File: src/rtl/mc_control_fsm.sv
// Multicycle ARM control unit: Moore sequencer from FETCH through writeback plus
// ALU/flag decode. Raw write strobes leave here ungated by the condition check.
module mc_control_fsm #(
  parameter int STATE_W = 4
) (
  input  logic       clk,
  input  logic       reset,
  input  logic [1:0] Op,
  input  logic [5:0] Funct,
  input  logic [3:0] Rd,
  output logic       IRWrite,
  output logic       NextPC,
  output logic       AdrSrc,
  output logic [1:0] ResultSrc,
  output logic [1:0] ALUSrcA,
  output logic [1:0] ALUSrcB,
  output logic [1:0] ALUControl,
  output logic [1:0] ImmSrc,
  output logic [1:0] RegSrc,
  output logic [1:0] FlagW,
  output logic       PCS,
  output logic       RegW,
  output logic       MemW
);

  typedef enum logic [STATE_W-1:0] {
    FETCH  = 4'd0,
    DECODE = 4'd1,
    MEMADR = 4'd2,
    MEMRD  = 4'd3,
    MEMWB  = 4'd4,
    MEMWR  = 4'd5,
    EXECR  = 4'd6,
    EXECI  = 4'd7,
    ALUWB  = 4'd8,
    BRANCH = 4'd9
  } state_t;

  state_t state_q, state_d;

  logic [3:0] cmd;
  logic       s_bit;
  logic       alu_op;
  logic       branch;
  logic       irwrite_raw;
  logic       nextpc_raw;
  logic       regw_raw;
  logic       memw_raw;
  logic [1:0] alu_dec;
  logic       cmd_ok;

  assign cmd   = Funct[4:1];
  assign s_bit = Funct[0];

  always_comb begin
    state_d = state_q;
    case (state_q)
      FETCH:  state_d = DECODE;
      DECODE: begin
        case (Op)
          2'b01:   state_d = MEMADR;
          2'b00:   state_d = Funct[5] ? EXECI : EXECR;
          2'b10:   state_d = BRANCH;
          default: state_d = FETCH;
        endcase
      end
      MEMADR: state_d = Funct[0] ? MEMRD : MEMWR;
      MEMRD:  state_d = MEMWB;
      EXECR:  state_d = ALUWB;
      EXECI:  state_d = ALUWB;
      default: state_d = FETCH;
    endcase
  end

  always_ff @(posedge clk or negedge reset) begin
    if (!reset) state_q <= FETCH;
    else        state_q <= state_d;
  end

  always_comb begin
    cmd_ok  = 1'b1;
    alu_dec = 2'b00;
    case (cmd)
      4'b0100: alu_dec = 2'b00;
      4'b0010: alu_dec = 2'b01;
      4'b0000: alu_dec = 2'b10;
      4'b1100: alu_dec = 2'b11;
      default: cmd_ok = 1'b0;
    endcase
  end

  always_comb begin
    irwrite_raw = 1'b0;
    nextpc_raw  = 1'b0;
    AdrSrc      = 1'b0;
    ResultSrc   = 2'b00;
    ALUSrcA     = 2'b00;
    ALUSrcB     = 2'b00;
    alu_op      = 1'b0;
    branch      = 1'b0;
    regw_raw    = 1'b0;
    memw_raw    = 1'b0;
    case (state_q)
      FETCH: begin
        irwrite_raw = 1'b1;
        nextpc_raw  = 1'b1;
        ALUSrcA     = 2'b01;
        ALUSrcB     = 2'b10;
        ResultSrc   = 2'b10;
      end
      DECODE: begin
        ALUSrcA   = 2'b01;
        ALUSrcB   = 2'b10;
        ResultSrc = 2'b10;
      end
      MEMADR: ALUSrcB = 2'b01;
      MEMRD:  AdrSrc = 1'b1;
      MEMWB: begin
        ResultSrc = 2'b01;
        regw_raw  = 1'b1;
      end
      MEMWR: begin
        AdrSrc   = 1'b1;
        memw_raw = 1'b1;
      end
      EXECR: alu_op = 1'b1;
      EXECI: begin
        ALUSrcB = 2'b01;
        alu_op  = 1'b1;
      end
      ALUWB: regw_raw = 1'b1;
      BRANCH: begin
        ALUSrcA   = 2'b10;
        ALUSrcB   = 2'b01;
        ResultSrc = 2'b10;
        branch    = 1'b1;
      end
      default: ;
    endcase
  end

  assign ALUControl = alu_op ? alu_dec : 2'b00;
  assign ImmSrc     = Op;
  assign RegSrc     = {Op == 2'b01, Op == 2'b10};

  // Strobes are forced low whenever reset is held so a mid-instruction reset squashes writes at once.
  assign IRWrite = irwrite_raw & reset;
  assign NextPC  = nextpc_raw & reset;
  assign RegW    = regw_raw & reset;
  assign MemW    = memw_raw & reset;
  assign PCS     = ((regw_raw & (state_q == ALUWB) & (Rd == 4'd15)) | branch) & reset;
  assign FlagW   = (alu_op & cmd_ok & s_bit & reset) ?
                   {1'b1, (cmd == 4'b0100) | (cmd == 4'b0010)} : 2'b00;

endmodule

File: config.mk
export PLATFORM = sky130hd
export DESIGN_NAME = mc_control_fsm
export DESIGN_NICKNAME = d
export VERILOG_FILES = /design/src/rtl/mc_control_fsm.sv
export SDC_FILE = /design/constraint.sdc
export NUM_CORES = 1
export LEC_CHECK = 0
export CAP_MARGIN = 10
export CORE_ASPECT_RATIO = 1.1
export CORE_UTILIZATION = 29
export CTS_BUF_LIST = sky130_fd_sc_hd__clkbuf_16
export CTS_CLUSTER_SIZE = 14
export DETAILED_ROUTE_END_ITERATION = 7
export HOLD_SLACK_MARGIN = 0.05
export PLACE_DENSITY = 0.7
export SETUP_SLACK_MARGIN = 0.05
export SLEW_MARGIN = 10
export SYNTH_ARGS = -nofsm -noshare
export SYNTH_HDL_FRONTEND = slang
export SYNTH_SLANG_ARGS = --single-unit
export TNS_END_PERCENT = 20
File: constraint.sdc
create_clock -name clk -period 1.2 [get_ports clk]
set_input_delay 0.24 -clock clk [delete_from_list [all_inputs] [get_ports clk]]
set_output_delay 0.24 -clock clk [all_outputs]
set_load 0.005 [all_outputs]
Word-level counts from Yosys, hierarchy flattened
Index checks and enable logic that the tools add are counted.
Cells by class
  $add $sub $neg: 0
  $mul: 0
  divide/modulo/power cells: 0
  $lt $le $gt $ge: 0
  eq/ne operators: 15
  shift-type cells: 0
  multiplexer cells: 17
  bitwise operators: 11
  reduce and logical (&&, ||, !) cells: 10
Operator list (number)
  equality test 4 x 3 -> 1 bit (second input constant): 5
  case mux 4 bit (5 select lines): 1
  equality test 4 bit (second input constant): 4
  equality test 4 x 2 -> 1 bit (second input constant): 3
  case mux 2 bit (2 select lines): 3
  case mux 4 bit (3 select lines): 1
  bitwise AND 1 bit: 9
  zero test 4 bit: 2
  two-way mux 1 bit: 8
  OR reduction 2 bit: 4
  case mux 2 bit (3 select lines): 1
  OR reduction 3 bit: 2
  equality test 4 x 1 -> 1 bit (second input constant): 1
  two-way mux 2 bit: 2
  OR reduction 4 bit: 1
  two-way mux 3 bit: 1
  equality test 2 x 1 -> 1 bit (second input constant): 1
  equality test 2 bit (second input constant): 1
  zero test 2 bit: 1
  bitwise OR 1 bit: 2
Storage, ports and cells
  bits in registers: 4
  latch bits: 0
  bits in writable memories: 0
  memory bits (read-only): 0
  bits of input ports: 14
  output and inout bits: 20
  logic and storage cells: 54
  memories: 0

Depth between registers and ports, before layout
  word-level depth: 7
  depth in mapped cells: 4
  depth with buffers taken out: 3

Worst setup path after synthesis
Ideal clock, no wire load.
  kind: register to output
  from: register state_q[3]
  to: output NextPC
  arrival time: 1099 ps
  data required time: 960 ps
  setup slack: -139 ps
  stages on the path, launching flop included: 4
  buffers on the path: 2
  cell sequence: dfrtp_1 -> buf_6 -> nor4_1 -> buf_4
Between the ends
  longest elaborated chain between the ends: 3
RTL lines
  from (decl): line 39  | state_t state_q, state_d;
  from (signal assigned): line 77  | else state_q <= state_d;
  zero test 4 bit
  two-way mux 1 bit
  bitwise AND 1 bit
  to (decl): line 12  | output logic NextPC,
Every way passes these cells.

Final worst setup path
  from: register state_q[3]
  to: output FlagW[1]
Between the ends
  longest elaborated chain between the ends: 7
  elaborated cells between the ends (all ways): 8
  classes of those cells: eq/ne: 2; mux: 2; bitwise: 3; reduce/logical: 1
RTL lines
  equality test 4 x 3 -> 1 bit: line 103  | case (state_q)
  OR reduction 2 bit (no line) *
  two-way mux 1 bit *: line 103
  bitwise AND 1 bit * (3 in series): line 152  | assign FlagW = (alu_op & cmd_ok & s_bit & reset) ?
  two-way mux 2 bit *: line 152
  to (decl): line 20  | output logic [1:0] FlagW,
Every way passes the cells marked *; elsewhere a longest branch is shown, timed or not.

==> flow_summary.yaml <==
sta:
  min_period_over_period: 1.342
  setup_tns_ns: -4.631
  worst_pin_slew_ns: 0.2261
  clock_skew_ns: 0.00009526
  max_clock_freq_ghz: 0.6211
  slew_headroom: 0.8485
  finalMaxSlewViolations: 0
  setup_viol: 16
  period_needed_ns: 1.610
  worst_slack_ns: -0.4099
  rsz0062_at_grt: "true"
  hold_viol: 0
drt:
  drc_errors: 0
  via_count: 629
  routed_via_density: 4.838
  drtPass1Iterations: 3
  drt_iter0_drc: 9
  ant_nets: 0
  finalWirelength_mm: 1.664
  wire_per_inst_um: 12.80
cells_and_area:
  largest_register: "state_q"
  drive_gt1_frac: 0.5789
  postLayoutCellArea_sq_um: 1082
  top_regs: "state_q x4"
  syn_to_final_growth_pct: 137.0
  nNetsFinal: 130
  largest_reg_flops: 4
  antennaDiodeCount: 0
logic_synthesis:
  netlist_top_cells_count: "nor3_1 (10), buf_4 (5), dfrtp_1 (4), nand2_1 (4)"
  synth_warnings: 0
  synth_flop_cell: "dfrtp_1"
  synth.distinct_cells: 26
  synth_top_area_cell: "dfrtp_1"
  synth.most_common_cell: "nor3_1"
  netlist_area_sq_um: 456.7
  synth_fp_nets: 74
  ys_seq_elements: 4
  synthTopCellsByArea: "dfrtp_1 (22%), nor3_1 (11%), buf_4 (8.2%)"
  syn_avg_cell_area_sq_um: 7.611
  async_flop_share: 1.000
  yosysSeqAreaShare: 0.2192
  synth-edff-count: 0
  syn_inst: 60
  synthDominantCellAreaShare: 0.2192
critical_path:
  cpMaxStageDelayCell: "dfrtp_2"
  crit_type: "flop to output pin"
  end_kind: "output pin"
  r2r_cells: 5
  path_delay_family: "flip-flops"
  path_cells: "nor2b_4 > nand4_1 > buf_4 > a211oi_2 > buf_2"
  regToRegSetupSlack_ns: 0.02
  r2r_start: "state_q[1]"
  start_kind: "flop"
  cp.arrival_ns: 1.37
  required_ns: 0.96
  crit_fanout: 6
  crit_buf_inv: 2
  regToRegEndpoint: "state_q[1]"
  cp_slowest_stage_delay_ns: 0.46
pwr:
  internal_power_mw: 1.548
  power_density_nw_per_um2: 2220
  clockPowerShare: 0.212
  peakVddDrop_mv: 1.717
  pwr-share-seq: 0.124
  p_switching_uw: 855.1
  p_sw_frac: 0.3559
  p_leak_nw: 0.5042
  combPwrFrac: 0.664
clocking:
  cts_hold_buf: 0
  cts_root_buf: "clkbuf_16"
  cts_buffers: 3
  clk_pin_slew_ns: 0.03
  clock_sink_count: 4
  clockBufferDepth: 2
  clock_latency_ns: 0.22
  htreeDepth: 1
  cts_tree: "yes"
grt:
  grt_usage: 0.2134
  grt_pass1_wl_mm: 2.546
  grt_max_degree: 9
  antenna_found_initial: 0
  overflow: 0
  grt_pass1_vias: 676
placed_design:
  place_area_sq_um: 942.2
  dpl.hpwl_mm: 1.221
  place.gp.congestion: 0.7891
  port_buffers: 33
floorplanning:
  core_area_sq_um: 1419
  die-area_sq_um: 1738
  io_pins: 34
  die_width_um: 39.84
  row_count: 14
  chipHeight_um: 43.62
  initial_core_util: 0.3219
flow_run:
  cap_violations: 0
run_status:
  violations: "negative setup slack"
  status: "finished with violations"
worst_hold_path:
  hp-class: "primary input to asynchronous set/reset pin"
-- final cells by class --
type,instances,area (sq um)
Sequential cell,4,102.6
Fill cell,103,336.6
Timing Repair Buffer,58,479.2
Multi-Input combinational cell,47,397.9
Clock buffer,3,75.07
Tap cell,16,20.02
Inverter,2,7.507
-- worst max-delay path by stage --
stage / depth (start not counted) / from / end / slack (ns)
after floorplan: 4 / state_q[3] / ALUControl[1] / -0.02
after global placement: 4 / reset / RegW / -0.74
after detailed placement: 4 / reset / RegW / -0.76
after CTS: 5 / state_q[3] / FlagW[1] / -0.42
after global routing: 5 / state_q[3] / FlagW[1] / -0.45
final: 5 / state_q[3] / FlagW[1] / -0.41
-- layer usage --
layer  global-route usage  wire (um)  part of all wire  vias to the layer above
li1                     -          -                 -                      318
met5                    0          0                 0                        -
met4               0.1172         21             0.013                        0
met3              0.02051         75             0.045                        2
met1               0.2122        646              0.39                      289
met2               0.4033        920              0.55                       20
-- power groups by stage --
stage / clock network (mW) / registers [mW] / logic [mW]
floorplan: 0 / 0.246 / 0.747
global placement: 0 / 0.293 / 1.41
detailed placement: 0 / 0.292 / 1.43
CTS: 0.514 / 0.307 / 1.38
global route: 0.524 / 0.309 / 1.74
finish: 0.510 / 0.297 / 1.60
-- placed cells by master (no fill, tap or decap), types with 2 or more instances in the layout --
master and count:
nand2_1 3, buf_4 19, buf_2 12, nor3b_1 2
nor2b_1 2, dfrtp_2 2, a211oi_2 3, dlygate4sd2_1 7
inv_1 2, clkdlybuf4s15_1 4, clkbuf_16 3, dlymetal6s2s_1 2
nand2b_4 2, xnor2_1 3, nor2_1 2, and2b_1 2
nor3_1 4, a21oi_2 2, dfrtp_1 2, buf_6 7
nor3_2 5, clkdlybuf4s50_1 6
-- kinds of logic (layout without fill, tap and decap cells) --
kind of cell / Yosys count / after routing / share of synthesized area
and+or+nand+nor: 34 / 34 / 0.4438
buffers and inverters: 9 / 63 / 0.1342
DFF: 4 / 4 / 0.2192
xor gates and xnor gates: 3 / 3 / 0.05754
AOI/OAI and AO/OA: 10 / 10 / 0.1452
-- metrics by stage --
stage	hold slack, ns	total power [mW]	worst slack [ns]	std cells	util
after floorplan	-0.05559	0.9924	-0.01901	60	-
after global placement	0.6003	1.704	-0.7399	123	0.6640
after detailed placement	0.6046	1.726	-0.7616	123	0.6640
after CTS	0.1859	2.198	-0.4156	128	0.7231
after global routing	0.2061	2.569	-0.4539	130	0.7628
final	0.1866	2.403	-0.4099	130	0.7628
-- timing repair --
item | in CTS | in global routing
endpoints found under the setup margin | 20 | 18
pin swaps | 2 | 5
setup buffers | 3 | 2
gates resized for setup | 80 | 18
Note: power is estimated with default switching activity, not from simulation.
